`src/rtl/arm_ctrl_seq_if.sv`:
```
// Control bundle between the ARM fetch/decode/execute sequencer and the datapath/ROM side.
// The sequencer takes the slave view; the datapath/ROM side takes the master view.
interface arm_ctrl_seq_if;
  logic        run;
  logic        eint;
  logic [7:0]  PC;
  logic [15:0] instr;
  logic        CEENZ;
  logic [5:0]  calu;
  logic [1:0]  cpc;
  logic [1:0]  csrc;
  logic [2:0]  cmsrc;
  logic        wr_en;
  logic [5:0]  addr;
  logic [7:0]  Lit;
  logic        call;
  logic        ret;
  logic        push;
  logic        pop;
  logic        in_isr;
  logic        halted;
  logic [2:0]  state;

  // PC addresses the ROM directly on the datapath side, so the sequencer never reads it.
  modport master (
    output run, eint, PC, instr, CEENZ,
    input  calu, cpc, csrc, cmsrc, wr_en, addr, Lit, call, ret, push, pop, in_isr, halted, state
  );

  modport slave (
    input  run, eint, instr, CEENZ,
    output calu, cpc, csrc, cmsrc, wr_en, addr, Lit, call, ret, push, pop, in_isr, halted, state
  );
endinterface

```
`src/rtl/arm_ctrl_seq.sv`:
```
// Multi-cycle fetch/decode/execute sequencer driving the ARM datapath controls,
// with a synchronised, non-nesting vectored interrupt taken at instruction boundaries.
module arm_ctrl_seq #(
  parameter logic [7:0]  IRQ_VEC     = 8'hF0,
  parameter int unsigned SYNC_STAGES = 2
) (
  input logic           clk,
  input logic           rst,
  arm_ctrl_seq_if.slave bus
);
  typedef enum logic [2:0] {
    IDLE   = 3'd0,
    FETCH  = 3'd1,
    DECODE = 3'd2,
    EXEC   = 3'd3,
    IRQ    = 3'd4,
    HALT   = 3'd5
  } state_t;

  typedef struct packed {
    logic [5:0] calu;
    logic [1:0] cpc;
    logic [1:0] csrc;
    logic [2:0] cmsrc;
    logic       wr_en;
    logic [5:0] addr;
    logic [7:0] lit;
    logic       call;
    logic       ret;
    logic       push;
    logic       pop;
  } ctl_t;

  state_t                 state_q, state_d;
  ctl_t                   ctl_q, ctl_d;
  logic [15:0]            ir_q, ir_d;
  logic                   pending_q, pending_d;
  logic                   in_isr_q, in_isr_d;
  logic                   halted_q, halted_d;
  logic [SYNC_STAGES-1:0] sync_q;
  logic                   sync_prev_q;
  logic                   eint_rise;
  logic                   take_irq;
  logic [1:0]             cls;
  logic [5:0]             fn;
  logic [7:0]             imm;
  logic                   is_halt;

  assign cls       = ir_q[15:14];
  assign fn        = ir_q[13:8];
  assign imm       = ir_q[7:0];
  assign is_halt   = (cls == 2'b10) && (fn == 6'h3F);
  assign eint_rise = sync_q[SYNC_STAGES-1] & ~sync_prev_q;

  always_ff @(posedge clk or posedge rst) begin
    if (rst) begin
      sync_q      <= '0;
      sync_prev_q <= 1'b0;
    end else begin
      sync_q      <= {sync_q[SYNC_STAGES-2:0], bus.eint};
      sync_prev_q <= sync_q[SYNC_STAGES-1];
    end
  end

  // Controls are computed one state early so the registered outputs line up with EXEC/IRQ.
  always_comb begin
    state_d  = state_q;
    ctl_d    = '0;
    ir_d     = ir_q;
    take_irq = 1'b0;
    case (state_q)
      IDLE: if (bus.run) state_d = FETCH;
      FETCH: begin
        if (pending_q && !in_isr_q) begin
          state_d   = IRQ;
          take_irq  = 1'b1;
          ctl_d.call = 1'b1;
          ctl_d.cpc  = 2'b10;
          ctl_d.lit  = IRQ_VEC;
        end else begin
          ir_d    = bus.instr;
          state_d = DECODE;
        end
      end
      DECODE: begin
        state_d = EXEC;
        case (cls)
          2'b00: begin
            ctl_d.calu = fn;
            ctl_d.lit  = imm;
            ctl_d.csrc = 2'b01;
            ctl_d.cpc  = 2'b01;
          end
          2'b01: begin
            ctl_d.cmsrc = fn[2:0];
            ctl_d.cpc   = 2'b01;
            if (fn[5]) begin
              ctl_d.wr_en = 1'b1;
              ctl_d.addr  = imm[5:0];
            end else begin
              ctl_d.csrc = 2'b10;
            end
          end
          2'b10: begin
            ctl_d.lit = imm;
            if (!is_halt) begin
              case (fn[1:0])
                2'b00: ctl_d.cpc = 2'b10;
                2'b01: ctl_d.cpc = bus.CEENZ ? 2'b01 : 2'b10;
                2'b10: begin
                  ctl_d.call = 1'b1;
                  ctl_d.cpc  = 2'b10;
                end
                default: ctl_d.ret = 1'b1;
              endcase
            end
          end
          default: begin
            ctl_d.cpc = 2'b01;
            if (fn[0]) begin
              ctl_d.pop = 1'b1;
            end else begin
              ctl_d.push  = 1'b1;
              ctl_d.cmsrc = fn[2:0];
            end
          end
        endcase
      end
      EXEC:    state_d = is_halt ? HALT : FETCH;
      IRQ:     state_d = FETCH;
      HALT:    state_d = HALT;
      default: state_d = IDLE;
    endcase
    // A new edge wins over the clear so an edge landing on the IRQ entry is held.
    pending_d = eint_rise | (pending_q & ~take_irq);
    in_isr_d  = take_irq | (in_isr_q & ~ctl_d.ret);
    halted_d  = (state_d == HALT);
  end

  always_ff @(posedge clk or posedge rst) begin
    if (rst) begin
      state_q   <= IDLE;
      ctl_q     <= '0;
      ir_q      <= '0;
      pending_q <= 1'b0;
      in_isr_q  <= 1'b0;
      halted_q  <= 1'b0;
    end else begin
      state_q   <= state_d;
      ctl_q     <= ctl_d;
      ir_q      <= ir_d;
      pending_q <= pending_d;
      in_isr_q  <= in_isr_d;
      halted_q  <= halted_d;
    end
  end

  assign bus.calu   = ctl_q.calu;
  assign bus.cpc    = ctl_q.cpc;
  assign bus.csrc   = ctl_q.csrc;
  assign bus.cmsrc  = ctl_q.cmsrc;
  assign bus.wr_en  = ctl_q.wr_en;
  assign bus.addr   = ctl_q.addr;
  assign bus.Lit    = ctl_q.lit;
  assign bus.call   = ctl_q.call;
  assign bus.ret    = ctl_q.ret;
  assign bus.push   = ctl_q.push;
  assign bus.pop    = ctl_q.pop;
  assign bus.in_isr = in_isr_q;
  assign bus.halted = halted_q;
  assign bus.state  = state_q;
endmodule

```
`src/flat_wrapper.sv`:
```
// flat-port wrapper written by rule: the top's interface ports become plain ports
module arm_ctrl_seq_flat 
#(
  parameter logic [7:0]  IRQ_VEC     = 8'hF0,
  parameter int unsigned SYNC_STAGES = 2
)
  (clk, rst, bus_run, bus_eint, bus_instr, bus_CEENZ, bus_calu, bus_cpc, bus_csrc, bus_cmsrc, bus_wr_en, bus_addr, bus_Lit, bus_call, bus_ret, bus_push, bus_pop, bus_in_isr, bus_halted, bus_state);
  arm_ctrl_seq_if bus_i ();
  input logic clk;
  input logic rst;
  input wire logic [$bits(bus_i.run)-1:0] bus_run;
  input wire logic [$bits(bus_i.eint)-1:0] bus_eint;
  input wire logic [$bits(bus_i.instr)-1:0] bus_instr;
  input wire logic [$bits(bus_i.CEENZ)-1:0] bus_CEENZ;
  output wire logic [$bits(bus_i.calu)-1:0] bus_calu;
  output wire logic [$bits(bus_i.cpc)-1:0] bus_cpc;
  output wire logic [$bits(bus_i.csrc)-1:0] bus_csrc;
  output wire logic [$bits(bus_i.cmsrc)-1:0] bus_cmsrc;
  output wire logic [$bits(bus_i.wr_en)-1:0] bus_wr_en;
  output wire logic [$bits(bus_i.addr)-1:0] bus_addr;
  output wire logic [$bits(bus_i.Lit)-1:0] bus_Lit;
  output wire logic [$bits(bus_i.call)-1:0] bus_call;
  output wire logic [$bits(bus_i.ret)-1:0] bus_ret;
  output wire logic [$bits(bus_i.push)-1:0] bus_push;
  output wire logic [$bits(bus_i.pop)-1:0] bus_pop;
  output wire logic [$bits(bus_i.in_isr)-1:0] bus_in_isr;
  output wire logic [$bits(bus_i.halted)-1:0] bus_halted;
  output wire logic [$bits(bus_i.state)-1:0] bus_state;
  assign bus_i.run = bus_run;
  assign bus_i.eint = bus_eint;
  assign bus_i.instr = bus_instr;
  assign bus_i.CEENZ = bus_CEENZ;
  assign bus_calu = bus_i.calu;
  assign bus_cpc = bus_i.cpc;
  assign bus_csrc = bus_i.csrc;
  assign bus_cmsrc = bus_i.cmsrc;
  assign bus_wr_en = bus_i.wr_en;
  assign bus_addr = bus_i.addr;
  assign bus_Lit = bus_i.Lit;
  assign bus_call = bus_i.call;
  assign bus_ret = bus_i.ret;
  assign bus_push = bus_i.push;
  assign bus_pop = bus_i.pop;
  assign bus_in_isr = bus_i.in_isr;
  assign bus_halted = bus_i.halted;
  assign bus_state = bus_i.state;
  arm_ctrl_seq #(.IRQ_VEC(IRQ_VEC), .SYNC_STAGES(SYNC_STAGES)) u_core (.clk(clk), .rst(rst), .bus(bus_i));
endmodule
```
`config.mk`:
```
export PLATFORM = sky130hd
export DESIGN_NAME = arm_ctrl_seq_flat
export DESIGN_NICKNAME = d
export VERILOG_FILES = /design/src/rtl/arm_ctrl_seq_if.sv /design/src/rtl/arm_ctrl_seq.sv /design/src/flat_wrapper.sv
export SDC_FILE = /design/constraint.sdc
export NUM_CORES = 1
export LEC_CHECK = 0
export BUFFER_PORTS_ARGS = -buffer_cell sky130_fd_sc_hd__buf_2
export CORE_ASPECT_RATIO = 2
export CORE_MARGIN = 10
export CORE_UTILIZATION = 50
export DETAILED_ROUTE_END_ITERATION = 6
export GPL_TIMING_DRIVEN = 0
export HOLD_SLACK_MARGIN = 0.02
export PLACE_DENSITY = 0.77
export SLEW_MARGIN = 20
export SYNTH_ARGS = -nofsm -noshare
export SYNTH_HDL_FRONTEND = slang
export SYNTH_SLANG_ARGS = --single-unit
```
`constraint.sdc`:
```
create_clock -name clk -period 1.72 [get_ports clk]
set_clock_uncertainty 0.1 [all_clocks]
set_input_delay 0 -clock clk [delete_from_list [all_inputs] [get_ports clk]]
set_output_delay 0 -clock clk [all_outputs]
set_load 0.01 [all_outputs]
```
==> summary.txt, run 1 <==
STA
  • Min Tclk post-route: 1660 ps
  • Final setup viols: 0
  • Worst Tran Pin Value: around 460 ps
  • TNS Setup: 0 ps
  • Final period utilization: 0.963
  • Fmax: approximately 600 MHz
  • Rel. slew slack: 0.690
  • Slew Limit Fails: 0
  • Hold Violations, Final: 0
  • RSZ-0062 raised after global routing: no

Layout
  • Commonest non-fill, non-tap cell in the layout: buf_2
  • Layout cells sized above 1: 0.433
  • Sequential cell area: about 1400 sq um
  • Area of the multi-input gates: roughly 670 sq um
  • Fin cells: slightly below 300
  • Design area: slightly below 3000 sq um
  • Ant diodes: 0
  • Fillers: between 200 and 300
  • Final Util: 0.717
  • Commonest cells after routing, fill and taps aside: buf_2 (59), dfrtp_1 (55), dlygate4sd3_1 (20), and2_1 (17), nand2_1 (14)
  • Area grow syn2layout: 39.5%
  • Fin nets: around 260

Clocking
  • CTS tree: yes
  • CTS buffer count: 9
  • Worst-skew pair later-pin latency: between 300 and 400 ps
  • CTS Buffer Depth: 2
  • H-Tree Depth: 3
  • # clock sinks: 57
  • Clock root buffer: clkbuf_8
  • Clock-pin slew on the worst setup and hold paths: 60 ps

Setup path
  • Reg2reg path depth: 5
  • Worst path arrival time: roughly 1800 ps
  • Crit path capture type: flip-flop
  • R2r setup slk: 60 ps
  • Critical path launch point type: flip-flop
  • Crit path largest cell delay: 480 ps
  • Slowest CP cell: dfrtp_2
  • Worst R2R End: u_core.ir_q[7]
  • Worst-path maximum fanout: 10
  • Worst setup path class: reg2reg
  • Required time of the critical path: between 1500 and 2000 ps
  • WP buf/inv: 2
  • Critical path, cell by cell: nor3b_2 -> nand2b_1 -> buf_4 -> buf_6 -> mux2_4
  • Worst reg2reg startpoint: u_core.bus.state[1]
  • Crit path max-delay family: flip-flops

Floorplanning
  • Die Ht: 112 um
  • Rows: 33
  • Core footprint: 4090 sq um
  • Die area: 7350 sq um
  • I/O pin cnt: 58
  • Die X: around 66 um
  • Starting Density: 0.514

Power
  • Comb power frac: 0.321
  • Clk pwr share: 0.265
  • Leakage power: ~1.5 nW
  • Int Pwr: ~3.4 mW
  • Net switching power: ~1.5 mW
  • Total power: around 4.9 mW
  • Power density cells: between 1500 and 2000 nW/um^2
  • Switching Share: 0.305
  • Sequential Power Share: 0.414
  • Maximum VDD drop: roughly 1200 uV

Global route
  • Number of global-route vias before repair: approximately 1.6k
  • Met3 GRT Util: 0.0562
  • First-pass GRT wire length: 7.56 mm
  • Pin count of the biggest net entering global routing: 37
  • M1 GR Usage: 0.128
  • Met2 global-route usage: 0.237
  • Global route overflow: 0
  • Global routing's busiest layer: met2
  • Antenna violations before repair: 0
  • All-Layer GR Usage: 0.134

Placement
  • Number of port buffers: 57
  • DP Wirelength: between 3 and 4 mm
  • GP Congestion: around 0.74
  • Dpl cells: 256
  • Area after DPL: roughly 2500 sq um

Synthesis
  • Synth Area per Inst: ~14 sq um
  • Netlist Area Pre-Place: ~2100 sq um
  • Cell count after synthesis: roughly 150
  • Largest cells by area after synthesis: dfrtp_1 (68%), mux2_4 (6.4%), and2_1 (5.1%)
  • Sequential element share of the synthesized area: 0.679
  • Number of synthesized register bits: 57
  • Area leader, netlist: dfrtp_1
  • Synth top area share: 0.679
  • Syn Nets: 167
  • Yosys cell types: 28
  • Yosys warns: 0

Routing
  • DR WL/cell: roughly 15 um
  • Antenna Violating Nets Remaining: 0
  • DRC Markers: 0
  • First-pass iteration count of the detailed router: 4
  • Total Routed Length: 4.49 mm
  • Via count: 1410
  • DR vias/cell: roughly 4.8
  • Initial DRC count: 22

Hold path
  • Worst Hold Class: in2async

Status
  • Outcome: finished clean

Job
  • Max cap viols: 0
-- synth_stat cells --
cell,instances
nor2b_1,4
clkbuf_1,1
nor3_1,2
or3b_1,1
o21ai_0,4
nand4b_1,1
mux2_2,7
nand4bb_1,1
dfrtp_1,57
o21a_1,1
o41ai_1,2
inv_1,3
nor4b_2,1
nand2b_1,2
mux2_4,9
nor3_4,1
a22o_1,1
a21oi_1,2
nand4_1,1
nor3b_2,3
nand2_1,14
buf_6,1
buf_2,3
nor3b_1,3
and2_1,17
and3_1,2
nor2_1,1
nand3b_1,1
-- power groups by stage --
stage          Combinational, mW  Clock, mW  Sequential, mW
6_report                    1.58       1.30            2.03
3_5_place_dp                1.49          0            2.02
2_1_floorplan              0.997          0            2.05
5_1_grt                     1.74       1.38            2.09
3_3_place_gp                1.45          0            2.01
4_1_cts                     1.56       1.32            2.00
-- state kept, by name (all words and copies together) (netlist names) --
name                cells
u_core.bus.state        3
u_core.ir_q            16
u_core.bus.push         1
u_core.bus.addr         6
u_core.bus.Lit          8
u_core.bus.cpc          2
u_core.bus.wr_en        1
u_core.bus.in_isr       1
u_core.bus.pop          1
u_core.bus.calu         6
u_core.sync_prev_q      1
u_core.bus.call         1
u_core.bus.cmsrc        3
u_core.bus.ret          1
u_core.sync_q           2
u_core.bus.csrc         2
u_core.bus.halted       1
u_core.pending_q        1
-- worst register-to-register path, stage by stage, from the launching register on --
cell and delay [ps]:
dfrtp_2 480, nor3b_2 220, nand2b_1 90, buf_4 180, buf_6 160, mux2_4 300
-- final cells by class --
cell class	count	area share
timing repair buffer	79	0.175
clock inverter	2	0.0119
sequential	57	0.487
buffer	5	0.0111
multi-input combinational	81	0.228
clock buffer	13	0.0610
tap	52	0.0222
inverter	3	0.00384
-- how the worst max path moves through the flow --
stage	startpoint	endpoint	slack (ps)	cells after the start
3_3_place_gp	rst	u_core.bus.addr[1]	-350	2
4_1_cts	u_core.bus.state[1]	u_core.ir_q[7]	30	5
6_report	u_core.bus.state[1]	u_core.ir_q[7]	60	5
5_1_grt	u_core.bus.state[0]	u_core.ir_q[7]	4	5
2_1_floorplan	u_core.bus.state[0]	u_core.ir_q[0]	130	5
3_5_place_dp	u_core.bus.state[2]	u_core.bus.addr[1]	-30	4
-- through the flow --
stage | worst slack, ps | hold slack (ps)
floorplan | 132 | -68.6
global placement | -351 | 10.0
detailed placement | -32.7 | -56.6
CTS | 29.7 | 140
global route | 4.44 | 190
finish | 64.0 | 146
-- per-layer routing --
layer / vias to the layer above / part of all wire
li1: 674 / -
met1: 687 / 0.34
met2: 44 / 0.57
met3: 5 / 0.074
met4: 0 / 0.013
met5: - / 0
-- logic make-up (layout without fill, tap and decap cells) --
kind of cell | Yosys count | in the layout | share of synthesized area
flops | 57 | 57 | 0.679
compound gates | 10 | 10 | 0.0304
mux | 16 | 16 | 0.102
buf+inv | 8 | 102 | 0.0196
simple gates | 55 | 55 | 0.170
-- what timing repair did --
item | in CTS | in global routing
buffers inserted | 0 | 1
hold endpoints to repair | 77 | 0
gates cloned | 0 | 0
pin swaps | 0 | 2
gates resized for setup | 3 | 5
endpoints found under the setup margin | 8 | 30
hold buffers | 20 | 0
(Power assumes the default switching activity.)
==> run 2, diff against run 1 <==
Clock period 1.72 ns to 1.8 ns, I/O delays scaled along.
==> run 2 against run 1 <==
  * Fmax down 2.8%
  * Power decreased by 5.6%
  * Via count is 1.1% higher
  * Critical endpoint unchanged
==> summary.txt, run 2 (synthesis results as in run 1) <==
Setup path
  • Worst setup path class: reg2reg
  • Critical path launch point type: flip-flop
  • Worst R2R End: u_core.ir_q[7]
  • Worst Setup SP: u_core.bus.state[1]
  • Slowest CP cell: dfrtp_1
  • R2r setup slk: about 96 ps
  • Crit path max-delay family: flip-flops
  • Crit path largest cell delay: ~480 ps
  • Worst reg2reg startpoint: u_core.bus.state[1]
  • Reg2reg path depth: 5
  • Required time of the critical path: approximately 1900 ps
  • Worst Setup EP: u_core.ir_q[7]
  • Worst-path maximum fanout: 10
  • Critical path, cell by cell: nor3b_2 -> nand2b_1 -> clkbuf_4 -> buf_6 -> mux2_4
  • Worst path arrival time: between 1500 and 2000 ps
  • CP Depth: 5
  • Crit path capture type: flip-flop
  • WP buf/inv: 2

STA
  • TNS Setup: 0 ps
  • Min Tclk post-route: 1700 ps
  • Final period utilization: 0.947
  • Hold Violations, Final: 0
  • Final setup viols: 0
  • Fmax: 587 MHz
  • Rel. slew slack: 0.534
  • Worst Tran Pin Value: about 700 ps
  • Final worst slack: 95.6 ps
  • RSZ-0062 raised after global routing: no
  • Hold slack: approximately 140 ps
  • Slew Limit Fails: 0

Global route
  • Number of global-route vias before repair: 1548
  • Antenna violations before repair: 0
  • All-Layer GR Usage: 0.133
  • Pin count of the biggest net entering global routing: 37
  • First-pass GRT wire length: 7.50 mm
  • Global route overflow: 0

Layout
  • Ant diodes: 0
  • Commonest cells after routing, fill and taps aside: buf_2 (59), dfrtp_1 (57), dlygate4sd3_1 (20), and2_1 (17), nand2_1 (14)
  • Fin cells: between 200 and 300
  • Commonest non-fill, non-tap cell in the layout: buf_2
  • Final Util: 0.711
  • Biggest register: u_core.ir_q
  • Layout cells sized above 1: 0.421
  • Design area: slightly below 3000 sq um
  • Fin nets: between 200 and 300
  • Fillers: approximately 280
  • Largest register FFs: 16
  • Area grow syn2layout: 38.3%

Power
  • Power density cells: ~1600 nW/um^2
  • Sequential Power Share: 0.414
  • Total power: 4.63 mW
  • Leakage power: ~1.5 nW
  • Comb power frac: 0.317
  • Int Pwr: about 3.2 mW
  • Switching Share: 0.304
  • Maximum VDD drop: 1140 uV
  • Clk pwr share: 0.269
  • Net switching power: between 1 and 1.5 mW

Placement
  • Area after DPL: 2470 sq um
  • Setup WS pre-CTS: ~47 ps
  • Number of port buffers: 57
  • Dpl cells: roughly 260
  • GP Congestion: approximately 0.74
  • DP Wirelength: ~3.2 mm

Routing
  • Antenna Violating Nets Remaining: 0
  • Total Routed Length: about 4.5 mm
  • DRC Markers: 0
  • First-pass iteration count of the detailed router: 4
  • Initial DRC count: 20
  • Via count: ~1.4k
  • DR WL/cell: about 15 um
  • DR vias/cell: approximately 4.9

Clocking
  • CTS buffer count: 9
  • H-Tree Depth: 3
  • Clock root buffer: clkbuf_8
  • Clock-pin slew on the worst setup and hold paths: approximately 60 ps
  • Worst-skew pair later-pin latency: 320 ps
  • # clock sinks: 57
  • CTS Buffer Depth: 2
  • CTS tree: yes

Hold path
  • Worst Hold Class: in2async

Floorplanning
  • Starting Density: 0.514
  • Die Ht: about 110 um
  • Rows: 33
  • Die X: between 60 and 70 um
  • Die area: between 7000 and 8000 sq um
  • Core footprint: a little over 4000 sq um
  • I/O pin cnt: 58

Job
  • Max cap viols: 0

Status
  • Outcome: finished clean
[run 2: power by group through the flow]
| stage | combinational [mW] | clock (mW) | sequential, mW |
|---|---|---|---|
| floorplan | 0.953 | 0 | 1.96 |
| global placement | 1.38 | 0 | 1.92 |
| detailed placement | 1.42 | 0 | 1.93 |
| CTS | 1.47 | 1.26 | 1.91 |
| global route | 1.62 | 1.32 | 1.97 |
| finish | 1.47 | 1.25 | 1.92 |
[run 2: tightest hold or removal path: stages]
cell and delay (ps):
dlygate4sd3_1 530, buf_2 120, inv_2 340
[run 2: worst min path at each step]
stage	startpoint	endpoint	slack, ps	cells after the start
6_report	rst	u_core.bus.ret	140	3
5_1_grt	rst	u_core.bus.push	190	3
4_1_cts	rst	u_core.bus.ret	140	3
3_5_place_dp	rst	u_core.sync_q[0]	-60	2
3_3_place_gp	bus_eint	u_core.sync_q[0]	10	1
2_1_floorplan	bus_eint	u_core.sync_q[0]	-70	0
[run 2: what timing repair did]
item,4_1_cts,5_1_grt
hold buffers,20,0
hold endpoints to repair,77,0
endpoints found under the setup margin,0,8
buffers inserted,0,1
resized for setup,0,3
[run 2: per-layer routing]
| metal | up-vias | wire length (um) | global-route usage | part of all wire |
|---|---|---|---|---|
| met5 | - | 0 | 0 | 0 |
| met3 | 7 | 337 | 0.0562 | 0.075 |
| met1 | 694 | 1560 | 0.126 | 0.35 |
| li1 | 677 | - | - | - |
| met4 | 0 | 63 | 0.0560 | 0.014 |
| met2 | 48 | 2540 | 0.236 | 0.56 |
[run 2: cell type report]
| type | count | area [sq um] | share of cell area |
|---|---|---|---|
| flip-flops and latches | 57 | 1430 | 0.491 |
| clock buffers | 13 | 179 | 0.0615 |
| clock inverters | 2 | 35.0 | 0.0120 |
| repair buffers | 79 | 513 | 0.176 |
| multi-input cells | 81 | 646 | 0.222 |
| well taps | 52 | 65.1 | 0.0224 |
| plain buffers | 5 | 32.5 | 0.0112 |
| inverters | 3 | 11.3 | 0.00387 |
==> run 3, diff against run 2 <==
Settings changed: CORE_UTILIZATION 50 to 51, PLACE_DENSITY 0.77 to 0.78, SETUP_SLACK_MARGIN set to 0.3.
==> run 3 against run 2 <==
  * Final cell count rose by 6.2%
  * Sequential share of layout area fell by 2.9 points
  * Die area fell by 1.5%
  * Critical path depth fell by 1
  * Global-route usage rose by 2.1 points
  * First-iteration DRC count rose by 80%
  * Cell area rose by 6.4%
  * Highest routed layer unchanged
==> summary.txt, run 3 (synthesis results as in run 1) <==
Status
  • Outcome: finished clean

Global route
  • Number of global-route vias before repair: between 1.5k and 2k
  • Global route overflow: 0
  • First-pass GRT wire length: ~8.4 mm
  • Antenna violations before repair: 0
  • All-Layer GR Usage: 0.154
  • Pin count of the biggest net entering global routing: 37

Clocking
  • CTS Buffer Depth: 2
  • CTS tree: yes
  • Clock root buffer: clkbuf_8
  • H-Tree Depth: 3
  • CTS buffer count: 9
  • Worst-skew pair later-pin latency: around 340 ps
  • Clock-pin slew on the worst setup and hold paths: 60 ps
  • # clock sinks: between 50 and 60

Layout
  • Area grow syn2layout: 47.2%
  • Sequential cell area: ~1400 sq um
  • Commonest non-fill, non-tap cell in the layout: buf_2
  • Fillers: 280
  • Layout cells sized above 1: 0.481
  • Fin cells: 310
  • Largest register FFs: 16
  • Fin nets: around 270
  • Commonest cells after routing, fill and taps aside: buf_2 (58), dfrtp_1 (55), dlygate4sd3_1 (20), and2_1 (17), buf_4 (15)
  • Biggest register: u_core.ir_q
  • Ant diodes: 0
  • Area of the multi-input gates: roughly 680 sq um

Setup path
  • Worst R2R End: u_core.bus.calu[0]
  • Crit path largest cell delay: between 400 and 500 ps
  • Reg2reg path depth: 4
  • R2r setup slk: 190 ps
  • Worst reg2reg startpoint: u_core.bus.state[2]
  • Worst-path maximum fanout: 7
  • Critical path launch point type: flip-flop
  • Worst setup path class: reg2reg
  • Crit path capture type: flip-flop
  • Worst path arrival time: between 1500 and 2000 ps
  • Slowest CP cell: or3b_4
  • Critical path, cell by cell: buf_6 -> or3b_4 -> nor3_4 -> and2_1
  • Required time of the critical path: between 1500 and 2000 ps

Floorplanning
  • Die area: 7250 sq um
  • Rows: 33
  • Starting Density: 0.519
  • Core footprint: between 4000 and 5000 sq um
  • Die X: around 65 um
  • I/O pin cnt: 58
  • Die Ht: 111 um

STA
  • Slew Limit Fails: 0
  • TNS Setup: 0 ps
  • Min Tclk post-route: between 1500 and 2000 ps
  • Fmax: 621 MHz
  • RSZ-0062 raised after global routing: yes
  • Final setup viols: 0
  • Final period utilization: 0.894
  • Hold slack: between 100 and 150 ps
  • Hold Violations, Final: 0
  • Rel. slew slack: 0.670
  • Worst Tran Pin Value: a little under 500 ps

Routing
  • DRC Markers: 0
  • First-pass iteration count of the detailed router: 4
  • DR WL/cell: 17.1 um
  • Total Routed Length: 5.31 mm
  • Antenna Violating Nets Remaining: 0
  • Initial DRC count: 36
  • DR vias/cell: ~5
  • Via count: roughly 1.5k

Power
  • Maximum VDD drop: 1070 uV
  • Total power: 5.09 mW
  • Leakage power: about 1.6 nW
  • Power density cells: 1650 nW/um^2

Placement
  • GP Congestion: roughly 0.74
  • DP Wirelength: roughly 3.2 mm
  • Number of port buffers: 57
  • Dpl cells: 256

Job
  • Max cap viols: 0

Hold path
  • Worst Hold Class: in2async
[run 3: worst max-delay path, delay by kind of cell (launching register included)]
family	cells	cell delay, ps
flip-flops	1	420
buffers and inverters	1	150
AND/OR/NAND/NOR	3	880
[run 3: layout make-up]
class / count / share of cell area
timing repair buffer: 96 / 0.218
inverter: 3 / 0.00485
tap: 52 / 0.0210
clock buffer: 11 / 0.0489
clock inverter: 5 / 0.00970
multi-input combinational: 81 / 0.219
sequential: 57 / 0.462
buffer: 5 / 0.0170
[run 3: power by group]
group | leakage [nW] | internal, mW | total [mW] | switching [mW]
logic | 0.804 | 1.20 | 2.10 | 0.896
clock network | 0.0911 | 0.565 | 1.06 | 0.495
registers | 0.733 | 1.67 | 1.94 | 0.270
[run 3: how the worst max path moves through the flow]
stage | start | to | slack, ps | cells after the start
2_1_floorplan | u_core.bus.state[1] | u_core.ir_q[0] | 300 | 5
3_3_place_gp | u_core.bus.state[2] | u_core.bus.addr[4] | 110 | 4
3_5_place_dp | u_core.bus.state[2] | u_core.bus.addr[4] | 80 | 4
4_1_cts | u_core.bus.state[2] | u_core.bus.calu[0] | 220 | 4
5_1_grt | u_core.ir_q[14] | u_core.bus.halted | 120 | 2
6_report | u_core.bus.state[2] | u_core.bus.calu[0] | 190 | 4
[run 3: routing by layer]
metal,vias up,track usage,share of wire
li1,709,-,-
met1,742,0.147,0.35
met2,53,0.258,0.55
met3,16,0.0739,0.065
met4,0,0.0833,0.035
met5,-,0,0
[run 3: repair_timing]
action                     CTS  global route
hold buffers                20             0
hold endpoints to repair    77             0
gates cloned                 0             1
setup buffers                6            11
setup endpoints to repair   31            33
resized for setup           10             3
pin swaps                    5             6
[run 3: metrics by stage]
| stage | worst slack [ps] | utilization | instance area (sq um) |
|---|---|---|---|
| detailed placement | 80.6 | 0.616 | 2490 |
| finish | 191 | 0.765 | 3090 |
| global route | 125 | 0.765 | 3090 |
| CTS | 219 | 0.737 | 2980 |
| global placement | 112 | 0.611 | 2470 |
| floorplan | 298 | - | 2120 |
